<file path="config.mk">
export PLATFORM = sky130hd
export DESIGN_NAME = clk_prescaler_flat
export DESIGN_NICKNAME = d
export VERILOG_FILES = /design/src/rtl/clk_prescaler_if.sv /design/src/rtl/clk_prescaler.sv /design/src/flat_wrapper.sv
export SDC_FILE = /design/constraint.sdc
export NUM_CORES = 1
export LEC_CHECK = 0
export ABC_CLOCK_PERIOD_IN_PS = 3210
export CAP_MARGIN = 20
export CORE_MARGIN = 5
export CORE_UTILIZATION = 54
export DETAILED_ROUTE_END_ITERATION = 7
export PLACE_DENSITY = 0.8
export SYNTH_ARGS = -nofsm -noshare
export SYNTH_HDL_FRONTEND = slang
export SYNTH_SLANG_ARGS = --single-unit
</file>
<file path="constraint.sdc">
create_clock -name CLK -period 3.21 [get_ports CLK]
set_input_delay 0.642 -clock CLK [delete_from_list [all_inputs] [get_ports CLK]]
set_output_delay 0.642 -clock CLK [all_outputs]
set_load 0.05 [all_outputs]
</file>
<file path="src/rtl/clk_prescaler_if.sv">
// clk_prescaler_if: phase-length codes in, divided clock out.
interface clk_prescaler_if #(parameter int WIDTH = 4);
  logic [WIDTH-1:0] IN1;
  logic [WIDTH-1:0] IN2;
  logic             OUT_CLK;
  modport master(output IN1, output IN2, input OUT_CLK);
  modport slave(input IN1, input IN2, output OUT_CLK);
endinterface

</file>
<file path="src/rtl/clk_prescaler.sv">
// clk_prescaler: registered divided clock with independent high/low lengths, updated only at period boundaries.
module clk_prescaler #(parameter int WIDTH = 4) (
  input  logic           CLK,
  input  logic           RST,
  clk_prescaler_if.slave bus
);
  typedef enum logic [1:0] {START, HIGH, LOW} state_t;
  state_t           state;
  logic [WIDTH-1:0] counter;
  logic [WIDTH-1:0] shadow_hi;
  logic [WIDTH-1:0] shadow_lo;
  logic             out_q;
  assign bus.OUT_CLK = out_q;
  always_ff @(posedge CLK or posedge RST) begin
    if (RST) begin
      out_q     <= 1'b0;
      counter   <= '0;
      shadow_hi <= '0;
      shadow_lo <= '0;
      state     <= START;
    end else begin
      case (state)
        START: begin
          shadow_hi <= bus.IN1;
          shadow_lo <= bus.IN2;
          out_q     <= 1'b1;
          counter   <= '0;
          state     <= HIGH;
        end
        HIGH:
          if (counter == shadow_hi) begin
            out_q   <= 1'b0;
            counter <= '0;
            state   <= LOW;
          end else counter <= counter + 1'b1;
        LOW:
          if (counter == shadow_lo) begin
            shadow_hi <= bus.IN1;
            shadow_lo <= bus.IN2;
            out_q     <= 1'b1;
            counter   <= '0;
            state     <= HIGH;
          end else counter <= counter + 1'b1;
        default: begin
          out_q   <= 1'b0;
          counter <= '0;
          state   <= START;
        end
      endcase
    end
  end
endmodule

</file>
<file path="src/flat_wrapper.sv">
// flat-port wrapper written by rule: the top's interface ports become plain ports
module clk_prescaler_flat 
#(parameter int WIDTH = 4)
  (CLK, RST, bus_IN1, bus_IN2, bus_OUT_CLK);
  clk_prescaler_if #(.WIDTH(WIDTH)) bus_i ();
  input  logic CLK;
  input  logic RST;
  input wire logic [$bits(bus_i.IN1)-1:0] bus_IN1;
  input wire logic [$bits(bus_i.IN2)-1:0] bus_IN2;
  output wire logic [$bits(bus_i.OUT_CLK)-1:0] bus_OUT_CLK;
  assign bus_i.IN1 = bus_IN1;
  assign bus_i.IN2 = bus_IN2;
  assign bus_OUT_CLK = bus_i.OUT_CLK;
  clk_prescaler #(.WIDTH(WIDTH)) u_core (.CLK(CLK), .RST(RST), .bus(bus_i));
endmodule
</file>
==> impl_metrics.yaml <==
run_status:
  status: "finished, final reports clean"
route:
  num_vias: 445
  postRouteAntennaNets: 0
  wl_per_cell_um: 13.05
  routed_wl_um: 1122
  dr.pass1.iters: 3
  drt_iter0_markers: 2
  drc_errors: 0
  via_per_inst: 5.174
timing:
  maxSlewViolCount: 0
  finalSetupViolCount: 0
  hold_viol_final: 0
  slew_headroom_pct: 63.36
  fin_crit_ps: 2045
  period_share_pct: 63.70
  fmax_mhz: 489.0
  fin_setup_tns_ps: 0
  worstMarginPinSlew_ps: 549.0
  rsz0062_at_grt: "no"
  fin_worst_skew_ps: 8.212
place:
  io_buffers: 10
  gp_congestion: 0.7574
  dpl.hpwl_um: 893.2
clocking:
  clk_latency_ps: 270
  ctsResizeCount: 0
  hold_buffers: 0
  post_cts_buffers: 0
  clk_pin_slew_worst_paths_ps: 80
  cts-root-buf: "clkbuf_4"
  cts_tree: "yes"
  htreeDepth: 1
  cts.path.max_buffers: 2
  numCtsBuffers: 3
  cts_num_sinks: 15
die:
  core-area_sq_mm: 0.001301
  rows: 13
  fp.dieH_um: 47.13
  die-area_sq_mm: 0.002221
  initial_core_util_pct: 57.21
  die_w_um: 47.13
  io-pin-count: 11
worst_setup_path:
  crit_chain: "clkdlybuf4s50_1"
  cpPeakStageDelay_ps: 800
  worstSetupPathDepth: 1
  r2r-start: "u_core.state[0]"
  cp-start-kind: "flop"
  crit_family: "buffers and inverters"
  crit_start: "u_core.bus.OUT_CLK"
  critPathRequiredTime_ps: 2570
  path_buf_inv: 1
  ff2ff_path_depth: 4
  cp_data_arrival_time_ps: 1400
  worst_setup_path_end_kind: "output pin"
  cp_slowest_cell: "clkdlybuf4s50_1"
  critPathKind: "flop to output pin"
  crit_fanout: 2
synth:
  yosys-top-cells-count: "dfrtp_1 (15), xor2_1 (9), mux2_2 (8), ha_1 (5), nor2_1 (5)"
  yosys.area.top_type: "dfrtp_1"
  ys_ff_latch: 15
  yosysMostFrequentCell: "dfrtp_1"
  synth_fp_nets: 72
  synth.area.top_cells: "dfrtp_1 (50%), mux2_2 (12%), xor2_1 (11%), ha_1 (8.4%), mux2i_4 (3.0%)"
  synth_flop_cell: "dfrtp_1"
  synth_cell_types: 15
  async_reset_ff_share_pct: 100.0
  synth_edf_count: 0
  yosysWarningCount: 0
  synthCells: 57
  synth_top_area_share_pct: 50.42
  syn-cell-area_sq_um: 744.5
  syn_area_per_cell_sq_um: 13.06
  synth_seq_area_share_pct: 50.42
worst_hold_path:
  min_path_cells: 2
  min_path_type: "flop to flop"
  min_from: "u_core.bus.OUT_CLK"
grt:
  gr-total-overflow: 0
  grt_pass1_vias: 488
  grt_pass1_wl_um: 2021
  grt_usage_pct: 12.95
  antenna_found_initial: 0
  grt_max_degree: 16
final_layout:
  antenna_cells: 0
  synthToLayoutAreaGrowth_pct: 19.50
  multi_input_comb_area_sq_um: 354.1
  nNetsFinal: 87
  regArea_sq_um: 375.4
  nFillCells: 104
  layout-drive-gt1-share_pct: 18.31
run:
  maxCapViolations: 0
power:
  peakVddDrop_mv: 0.5158
  power_w: 0.0008002
  total_leakage_power_nw: 0.4007
  p_per_area_mw_per_mm2: 899.5
worst paths after layout:
kind,endpoint,slack [ps]
setup reg to reg,u_core.shadow_hi[3],1520
min in group asynchronous,u_core.shadow_lo[2],710
max in group asynchronous,u_core.counter[3],2140
setup / recovery,bus_OUT_CLK,1170
hold / removal,u_core.bus.OUT_CLK,520
hold reg to reg,u_core.bus.OUT_CLK,520
through the flow:
step                instance area (sq um)  utilization [%]  std cells  hold slack, ps  setup WS, ps
floorplan                           744.5                -         57           499.5          1667
global placement                    863.3            66.35         82           491.2          1458
detailed placement                  863.3            66.35         82           500.4          1452
CTS                                 889.6            68.37         86           517.7          1147
global route                        889.6            68.37         86           538.5          1124
finish                              889.6            68.37         86           517.4          1165
routing by layer:
layer / vias up / routed length (um) / track usage, %
li1: 230 / - / -
met1: 208 / 513 / 15.42
met2: 5 / 560 / 20.33
met3: 2 / 39 / 3.448
met4: 0 / 9 / 8.840
met5: - / 0 / 0
area by class of cell:
| cell class | count | area share, % |
|---|---|---|
| multi-input cells | 38 | 39.80 |
| clock buffers | 4 | 2.954 |
| inverters | 4 | 1.688 |
| repair buffers | 10 | 11.25 |
| flip-flops and latches | 15 | 42.19 |
| well taps | 15 | 2.110 |
logic make-up (layout without fill, tap and decap cells):
family / count (synthesis) / count (layout) / share of synthesized area [%]
multiplexers: 9 / 9 / 15.13
buffers and inverters: 4 / 18 / 2.016
flip-flops: 15 / 15 / 50.42
adder cells (fa/ha/maj): 5 / 5 / 8.403
XOR/XNOR: 10 / 10 / 11.77
AND/OR/NAND/NOR: 7 / 7 / 4.873
AO/OA/AOI/OAI: 7 / 7 / 7.395
sequential cells by signal, indices dropped and copies added, names as in the netlist:
register	flops
u_core.shadow_lo	4
u_core.bus.OUT_CLK	1
u_core.counter	4
u_core.state	2
u_core.shadow_hi	4
layout by cell type (no fill, tap or decap), types with 2 or more instances in the layout:
cell | netlist | routed
clkbuf_4 | 0 | 3
clkdlybuf4s50_1 | 0 | 10
dfrtp_1 | 15 | 15
ha_1 | 5 | 5
inv_1 | 4 | 4
mux2_2 | 8 | 8
nor2_1 | 5 | 5
o21ai_0 | 2 | 2
o41a_1 | 2 | 2
xor2_1 | 9 | 9
power breakdown:
| group | switching [W] | internal, W |
|---|---|---|
| sequential | 0.0000559 | 0.000268 |
| clock | 0.0000539 | 0.0000480 |
| combinational | 0.000185 | 0.000189 |
| total | 0.000295 | 0.000505 |
No activity file was read; power rests on OpenSTA's default activity.
